--- src/rtl/alu_add32_seq.sv ---
// Two-pass 32-bit add/subtract sequencer driving an external 16-bit flag adder.
// Low half is added first; its carry feeds the high pass and the flags are merged.
module alu_add32_seq (
    input  logic        clk,
    input  logic        rst_n,
    input  logic        in_valid,
    output logic        in_ready,
    input  logic [1:0]  in_op,
    input  logic [31:0] in_a,
    input  logic [31:0] in_b,
    input  logic        in_cin,
    output logic [15:0] add_a,
    output logic [15:0] add_b,
    output logic        add_cin,
    input  logic [15:0] add_sum,
    input  logic        add_co,
    input  logic        add_zero,
    input  logic        add_parity,
    input  logic        add_overflow,
    output logic        out_valid,
    input  logic        out_ready,
    output logic [31:0] out_result,
    output logic        out_n,
    output logic        out_z,
    output logic        out_c,
    output logic        out_v,
    output logic        out_p,
    output logic [1:0]  dbg_state
);

    typedef enum logic [1:0] {
        IDLE = 2'd0,
        LO   = 2'd1,
        HI   = 2'd2,
        DONE = 2'd3
    } state_t;

    localparam logic [1:0] OP_ADD = 2'b00;
    localparam logic [1:0] OP_ADC = 2'b01;
    localparam logic [1:0] OP_SUB = 2'b10;

    state_t      state, state_nxt;
    logic [31:0] a_r, b_r;
    logic        c0_r;
    logic [15:0] lo_sum;
    logic        lo_co, lo_z, lo_p;
    logic        accept;

    // Valid/ready: a transfer happens on a rising edge where both valid and
    // ready are high; valid never waits on ready, and data is held while valid.
    assign in_ready  = (state == IDLE);
    assign out_valid = (state == DONE);
    assign accept    = in_valid && in_ready;
    assign dbg_state = state;

    always_comb begin
        state_nxt = state;
        add_a     = 16'd0;
        add_b     = 16'd0;
        add_cin   = 1'b0;
        case (state)
            IDLE: if (accept) state_nxt = LO;
            LO: begin
                add_a     = a_r[15:0];
                add_b     = b_r[15:0];
                add_cin   = c0_r;
                state_nxt = HI;
            end
            HI: begin
                add_a     = a_r[31:16];
                add_b     = b_r[31:16];
                add_cin   = lo_co;
                state_nxt = DONE;
            end
            DONE: if (out_ready) state_nxt = IDLE;
            default: state_nxt = IDLE;
        endcase
    end

    always_ff @(posedge clk or negedge rst_n) begin
        if (!rst_n) begin
            state      <= IDLE;
            a_r        <= 32'd0;
            b_r        <= 32'd0;
            c0_r       <= 1'b0;
            lo_sum     <= 16'd0;
            lo_co      <= 1'b0;
            lo_z       <= 1'b0;
            lo_p       <= 1'b0;
            out_result <= 32'd0;
            out_n      <= 1'b0;
            out_z      <= 1'b0;
            out_c      <= 1'b0;
            out_v      <= 1'b0;
            out_p      <= 1'b0;
        end else begin
            state <= state_nxt;
            if (state == IDLE && accept) begin
                a_r <= in_a;
                // Subtraction is A + ~B + cin; SUB forces cin=1 (no borrow).
                b_r <= in_op[1] ? ~in_b : in_b;
                case (in_op)
                    OP_ADD:  c0_r <= 1'b0;
                    OP_ADC:  c0_r <= in_cin;
                    OP_SUB:  c0_r <= 1'b1;
                    default: c0_r <= in_cin;
                endcase
            end
            if (state == LO) begin
                lo_sum <= add_sum;
                lo_co  <= add_co;
                lo_z   <= add_zero;
                lo_p   <= add_parity;
            end
            if (state == HI) begin
                out_result <= {add_sum, lo_sum};
                out_n      <= add_sum[15];
                out_z      <= lo_z & add_zero;
                out_c      <= add_co;
                out_v      <= add_overflow;
                // Two even halves or two odd halves make an even whole.
                out_p      <= ~(lo_p ^ add_parity);
            end
        end
    end

endmodule
--- config.mk ---
export PLATFORM = sky130hd
export DESIGN_NAME = alu_add32_seq
export DESIGN_NICKNAME = d
export VERILOG_FILES = /design/src/rtl/alu_add32_seq.sv
export SDC_FILE = /design/constraint.sdc
export NUM_CORES = 1
export LEC_CHECK = 0
export CELL_PAD_IN_SITES_DETAIL_PLACEMENT = 0
export CELL_PAD_IN_SITES_GLOBAL_PLACEMENT = 2
export CORE_UTILIZATION = 46
export CTS_BUF_LIST = sky130_fd_sc_hd__clkbuf_8
export DETAILED_ROUTE_END_ITERATION = 16
export DONT_BUFFER_PORTS = 1
export PLACE_DENSITY_LB_ADDON = 0.1
export SETUP_SLACK_MARGIN = 0.02
export SLEW_MARGIN = 0
export SYNTH_ARGS = -nofsm -noshare
export SYNTH_HDL_FRONTEND = slang
export SYNTH_SLANG_ARGS = --single-unit
--- constraint.sdc ---
create_clock -name clk -period 4.05 [get_ports clk]
set_input_delay 0.6075 -clock clk [delete_from_list [all_inputs] [get_ports clk]]
set_output_delay 0.6075 -clock clk [all_outputs]
set_load 0.005 [all_outputs]
-- Word level (Yosys, flattened, before mapping)
Index checks and enable logic that the tools add are counted.
- bitwise gates (word level): 4
- multiplexer cells: 8
- reduce and logical (&&, ||, !) cells: 5
- equal/unequal tests: 6
- operator list (cell ; count):
    one-hot mux 16 bit (2 select lines) ; 2
    2-to-1 mux 32 bit ; 1
    inverter 32 bit ; 1
    one-hot mux 2 bit (4 select lines) ; 1
    == test 2 bit, second input constant ; 3
    logical NOT 2 bit ; 2
    2-to-1 mux 2 bit ; 2
    != test 2 x 1 -> 1 bit, second input constant ; 2
    one-hot mux 1 bit (2 select lines) ; 2
    == test 2 x 1 -> 1 bit, second input constant ; 1
    logical AND 1 bit ; 2
    AND reduction 2 bit ; 1
    AND 1 bit ; 1
    inverter 1 bit ; 1
    bitwise XOR 1 bit ; 1
- register bits after elaboration: 123
- word-level logic and storage cells: 37
- output and inout port bits: 74
- input port bits: 91

-- Depth between registers and ports, before layout
Gate-level depths: netlist (run 1).
- depth after elaboration: 4
- mapped depth: 7
- gate-level depth less buffers: 5

-- Worst setup path before layout (run 1)
OpenSTA, ideal clock, no wires.
- path type: reg-to-output
- start point: reg state[0] (netlist: dbg_state[0])
- end point: out add_a[0]
- buffers on the path: 1
- required time: 3.442 ns
- cell stages (with the launch flop): 5
- setup slack: 2.247 ns
- arrival: 1.195 ns
- cells stage by stage: dfrtp_1 -> inv_1 -> ha_1 -> clkbuf_1 -> nor2b_1
- longest elaborated chain between the ends: 2
- elaborated cells between the ends (all ways): 3
- those cells by class: 2 x eq/ne; 1 x mux
- ends and longest elaborated chain (item ; line ; source):
    start, declared ; 42 ; state_t state, state_nxt;
    start signal, assigned ; 97 ; state <= state_nxt;
    == test 2 bit or == test 2 x 1 -> 1 bit (tied branches) ; 61 ; case (state)
    one-hot mux 16 bit (2 select lines) (*) ; 61 ;
    end, declared ; 12 ; output logic [15:0] add_a,
Mark *: on every way between the ends. The rest lies on a longest branch, timed or not.

-- Worst setup path in the final report (run 1)
- start point: reg state[1] (netlist: dbg_state[1])
- end point: out add_b[9]
- longest elaborated chain between the ends: 2
- elaborated cells between the ends (all ways): 3
- those cells by class: 2 x eq/ne; 1 x mux
- ends and longest elaborated chain (item ; line ; source):
    == test 2 bit or == test 2 x 1 -> 1 bit (tied branches) ; 61 ;
    one-hot mux 16 bit (2 select lines) (*) ; 61 ;
    end, declared ; 13 ; output logic [15:0] add_b,
Marks and branches as above.

==> results of run 1 <==
## cells in the final DEF (no fill, tap or decap)
master	synthesis	routed
clkbuf_8	0	20
o22ai_1	1	1
nor2_1	1	1
buf_16	0	1
mux2_2	87	87
nor2b_1	33	33
buf_4	8	2
bufinv_16	0	3
clkinv_2	0	3
ha_2	0	2
a22oi_1	33	33
ha_1	5	3
nand2_1	33	33
inv_1	5	6
nand3_1	1	1
xnor2_1	33	33
dfrtp_1	122	122
o21ai_0	34	34
mux2i_1	2	2
nand2_4	1	1
clkinvlp_4	0	2
## synth_stat cells (all sizes together)
master,n,area share [%]
nor2,1,0.069
ha,5,1.2
a22oi,33,4.6
buf,26,3.8
dfrtp,122,56
o21ai,34,3.1
mux2i,2,0.37
nand2,34,2.5
nor2b,33,3.8
mux2,87,18
xnor2,33,5.3
clkbuf,6,0.42
inv,5,0.35
nand3,1,0.092
o22ai,1,0.12
## worst max path at each step
stage          endpoint    startpoint  slack (ps)
2_1_floorplan  add_a[0]  dbg_state[0]        2250
3_3_place_gp   add_b[5]  dbg_state[0]        1500
3_5_place_dp   add_b[8]  dbg_state[1]        1490
4_1_cts        add_b[5]  dbg_state[0]        1000
5_1_grt        add_b[5]  dbg_state[0]         860
6_report       add_b[9]  dbg_state[1]        1110
## worst max-delay path, stage by stage, from the launching register on
cell and delay [ps]:
dfrtp_1 460, inv_1 120, ha_1 970, nor2b_1 350
## report_power, final
group / internal, W / switching [W]
combinational: 0.000881 / 0.000811
sequential: 0.00184 / 0.000357
clock: 0.000641 / 0.000450
## logic make-up after synthesis
kind of cell               share of synthesized area, %
AOI/OAI and AO/OA                                  7.82
xor gates and xnor gates                           5.33
adders and majority gates                          1.15
buffers and inverters                              4.57
DFF                                                56.3
muxes                                              18.4
and+or+nand+nor                                    6.46
## metrics by stage
step / hold slack [ps] / worst slack [ps]
CTS: 140 / 996
detailed placement: 314 / 1490
global placement: 314 / 1500
floorplan: 312 / 2250
finish: 128 / 1110
global route: 142 / 864
## area by class of cell
cell class              count  area (um^2)  share of cell area [%]
clock buffers              20          275                    4.73
inverters                   5         18.8                   0.322
clock inverters             9          124                    2.13
multi-input cells         264         2130                    36.6
well taps                 143          179                    3.07
flip-flops and latches    122         3050                    52.4
repair buffers              3         42.5                   0.731
## flip-flops by register name, indices dropped and copies added (netlist names)
register / cells
out_c: 1
c0_r: 1
out_v: 1
out_result: 32
a_r: 32
lo_z: 1
dbg_state: 2
lo_p: 1
lo_sum: 16
lo_co: 1
out_p: 1
b_r: 32
out_z: 1
## routing by layer
layer	up-vias	wire, um	global-route usage (%)	part of all wire [%]
met5	-	0	0	0
met4	0	140	8.00	1.3
met3	13	702	7.14	6.6
met2	105	4960	27.1	47
met1	1533	4760	24.6	45
li1	1426	-	-	-
## what timing repair did
action                                 CTS  global route
endpoints found under the hold margin  122             0
hold buffers                             1             0
gates resized for setup                  0             0
==> metrics.yaml, run 1 <==
run_status:
  status: "completed"
worst_setup_path:
  reg2reg_from: "dbg_state[0]"
  arrival_ps: 2330
  r2r_cells: 4
  path_max_fanout: 34
  reg2reg_setup_slack_ps: 1610
  reg2reg_to: "out_result[29]"
  cp-start-kind: "register"
  required_ps: 3440
  worstSetupPathType: "register to output pin"
  end_kind: "output pin"
synthesis:
  ys_seq_elements: 122
  yosysSeqAreaShare_pct: 56.3
  syn-cell-area_um2: 5430
  syn-num-nets: 519
  ys_types: 18
  avgSynthCellArea_um2: 12.8
  ys_warn_count: 0
  syn_inst: 423
floorplan:
  initial_core_util_pct: 47.3
  ios: 165
  die_h_um: 111
  chipWidth_um: 111
  dieArea_um2: 12200
  rows: 39
  core-area_um2: 11500
global_route:
  grt_max_degree: 123
  grt_pass1_vias: 3253
  grt_pass1_wl_um: 17400
  grt_overflow: 0
  track_usage_pct: 18.6
  antenna_found_initial: 0
clock_network:
  cts_tree: "yes"
  clk_pin_slew_ps: 70
  root_buffer: "clkbuf_8"
  cts_setup_buffers: 0
  clock_path_buffers: 2
  cts_buffers: 17
  cts_max_level: 4
  clk_latency_ps: 430
  clock_sinks: 122
detailed_routing:
  via_per_inst: 5.44
  routed_wl_um: 10600
  firstDrtPassIters: 4
  remaining_drc_errors: 0
  avgRoutedWirePerCell_um: 18.7
  num_vias: 3077
  ant_nets: 0
  drtIter0Drc: 141
place:
  placed_area_um2: 5400
  place_inst: 536
  gp_congestion: 0.704
  post-dp-hpwl_um: 6570
  io_buffers: 0
timing:
  setup_tns_ps: 0
  clock_skew_ps: 5.68
  slew_headroom_pct: 32.8
  max_freq_ghz: 0.340
  rsz0062_at_grt: "no"
  layout_min_cycle_time_ps: 2940
  tightestPinTransition_ps: 1010
  period_share_pct: 72.5
  hold_viol: 0
  slew_violations: 0
  final-setup-viol-count: 0
power:
  leakagePower_nw: 2.41
  finalPower_w: 0.00498
  ir_drop_v: 0.000631
  power_density_nw_per_um2: 855
final_layout:
  nFillCells: 1023
  finalNetCount: 509
  post-route-util_pct: 50.8
  drive_gt1_share_pct: 28.6
  diodes: 0
  final_cell_count_no_fill: 566
  syn_to_final_growth_pct: 7.31
  design_area_um2: 5820
worst_hold_path:
  worst_hold_path_type: "input pin to async pin"
flow_run:
  cap_violations: 0
(Power assumes the default switching activity.)
==> run 2: changes to the inputs <==
--- a/config.mk
+++ b/config.mk
@@ -7,7 +7,7 @@
 export LEC_CHECK = 0
 export CELL_PAD_IN_SITES_DETAIL_PLACEMENT = 0
 export CELL_PAD_IN_SITES_GLOBAL_PLACEMENT = 2
-export CORE_UTILIZATION = 46
+export CORE_UTILIZATION = 38
 export CTS_BUF_LIST = sky130_fd_sc_hd__clkbuf_8
 export DETAILED_ROUTE_END_ITERATION = 16
 export DONT_BUFFER_PORTS = 1
==> constraint.sdc (replaced) <==
create_clock -name clk -period 2.4 [get_ports clk]
set_input_delay 0.36 -clock clk [delete_from_list [all_inputs] [get_ports clk]]
set_output_delay 0.36 -clock clk [all_outputs]
set_load 0.005 [all_outputs]
==> metrics.yaml, run 2 (synthesis results as in run 1) <==
worst_setup_path:
  cp-start-kind: "register"
  reg2reg_to: "b_r[6]"
  path_max_fanout: 17  # -50%
  r2r_cells: 5  # +1
  arrival_ps: 1870  # -460 ps
  worstSetupPathType: "register to output pin"
  end_kind: "output pin"
  reg2reg_setup_slack_ps: 500  # -1110 ps
  required_ps: 2040  # -1400 ps
  reg2reg_from: "dbg_state[0]"
detailed_routing:
  num_vias: 3091  # +0.45%
  via_per_inst: 5.02  # -7.7%
  ant_nets: 0  # unchanged
  routed_wl_um: 11500  # +8.5%
  drtIter0Drc: 156  # +11%
  avgRoutedWirePerCell_um: 18.6  # -0.27%
  remaining_drc_errors: 0  # unchanged
  firstDrtPassIters: 4  # unchanged
timing:
  max_freq_ghz: 0.448
  rsz0062_at_grt: "no"
  clock_skew_ps: 9.94  # +4.26 ps
  slew_violations: 0  # unchanged
  tightestPinTransition_ps: 486  # -522 ps
  setup_tns_ps: 0  # unchanged
  layout_min_cycle_time_ps: 2230
  slew_headroom_pct: 67.6  # +35 points
  hold_viol: 122  # +122
  final-setup-viol-count: 0  # unchanged
  whs_ps: -385  # -513 ps
  period_share_pct: 93.1
floorplan:
  chipWidth_um: 122  # +9.8%
  dieArea_um2: 14800  # +21%
  die_h_um: 122  # +9.8%
  initial_core_util_pct: 39.1  # -8.2 points
  core-area_um2: 13900  # +21%
  rows: 43  # +10%
  ios: 165  # unchanged
clock_network:
  cts_max_level: 4  # unchanged
  root_buffer: "clkbuf_8"
  clock_path_buffers: 2  # unchanged
  cts_tree: "yes"
  clk_latency_ps: 430  # about the same
  cts_buffers: 17  # unchanged
  clock_sinks: 122  # unchanged
  clk_pin_slew_ps: 70  # about the same
power:
  power_density_nw_per_um2: 1420  # +67%
  pwr-share-comb_pct: 35.6  # +1.6 points
  internal-power_w: 0.00564  # +68%
  ir_drop_v: 0.000415  # -34%
  switching_share_pct: 33.1  # +0.61 points
  leakagePower_nw: 2.46  # +2.3%
  p_clk_share_pct: 20.1  # -1.8 points
  switchingPower_w: 0.00279  # +73%
  share_seq_of_total_power_pct: 44.4  # +0.3 points
place:
  gp_congestion: 0.699  # -0.74%
  post-dp-hpwl_um: 7650  # +17%
  place_inst: 582  # +8.6%
  io_buffers: 0  # unchanged
global_route:
  antenna_found_initial: 0  # unchanged
  track_usage_pct: 16.6  # -2.0 points
  grt_pass1_wl_um: 18000  # +3.6%
  grt_pass1_vias: 3316  # +1.9%
  grt_overflow: 0  # unchanged
  grt_max_degree: 123  # unchanged
final_layout:
  top_regs: "a_r: 32 flops, b_r: 32 flops, out_result: 32 flops"
  drive_gt1_share_pct: 29.8  # +1.2 points
  final_cell_count_no_fill: 616  # +8.8%
  final_common_cell: "dfrtp_1"
  diodes: 0  # unchanged
  final_cell_mix: "dfrtp_1 (122), mux2_2 (87), o21ai_0 (34)"
  syn_to_final_growth_pct: 9.13
  finalNetCount: 520  # +2.2%
worst_hold_path:
  worst_hold_path_type: "input pin to async pin"
flow_run:
  cap_violations: 0  # unchanged
run_status:
  violations: "negative hold slack"
  status: "finished with violations"
## run 2: cell types whose count changed in the layout (fill, tap and decap cells not counted), sizes merged
cell	delta
clkinvlp	-1
clkbuf	-2
buf	+11
clkinv	+2
inv	+4
bufinv	-1
## run 2: how the worst max path moves through the flow
stage	start	end	slack, ps
final	dbg_state[1]	add_b[7]	170
after global routing	dbg_state[1]	add_b[7]	30
after CTS	dbg_state[0]	add_a[12]	80
after detailed placement	dbg_state[0]	add_a[12]	470
after global placement	dbg_state[1]	b_r[30]	530
after floorplan	dbg_state[0]	add_a[0]	840
## run 2: stage by stage
stage,area [um^2],power (W),utilization [%],setup WS (ps),hold slack (ps)
final,5920,0.00844,42.7,166,-385
after global routing,5920,0.00910,42.7,33.0,-436
after CTS,5900,0.00856,42.5,82.8,-423
after detailed placement,5530,0.00680,39.9,468,67.1
after global placement,5530,0.00669,39.9,528,67.0
after floorplan,5430,0.00610,-,845,64.4
## run 2: area by class of cell
class / instances / area, um^2
repair buffers: 14 / 121
inverters: 5 / 18.8
clock buffers: 18 / 248
clock inverters: 13 / 115
well taps: 180 / 225
flip-flops and latches: 122 / 3050
multi-input cells: 264 / 2140
fillers: 1330 / 7960
## run 2: power groups by stage
stage	sequential, W	combinational [W]	clock [W]
after floorplan	0.00357	0.00253	0
after global routing	0.00387	0.00335	0.00188
final	0.00374	0.00300	0.00170
after CTS	0.00375	0.00303	0.00177
after global placement	0.00377	0.00292	0
after detailed placement	0.00379	0.00301	0
## run 2: metal layers
| layer | up-vias | GRT usage [%] | wire [um] |
|---|---|---|---|
| met5 | - | 0 | 0 |
| met4 | 0 | 7.41 | 185 |
| met3 | 12 | 7.14 | 943 |
| met2 | 98 | 25.5 | 5400 |
| met1 | 1534 | 20.2 | 4940 |
| li1 | 1447 | - | - |
## run 2: timing repair
item | in CTS | in global routing
gates resized for setup | 0 | 1
buffers inserted | 1 | 2
endpoints found under the hold margin | 122 | 122
endpoints found under the setup margin | 19 | 20
pin swaps | 0 | 0
## run 2: critical path, cell delays in order, from the launching register on
cell and delay (ps):
dfrtp_1 460, inv_1 140, ha_2 210, buf_4 250, a22oi_1 130, nor2b_1 250
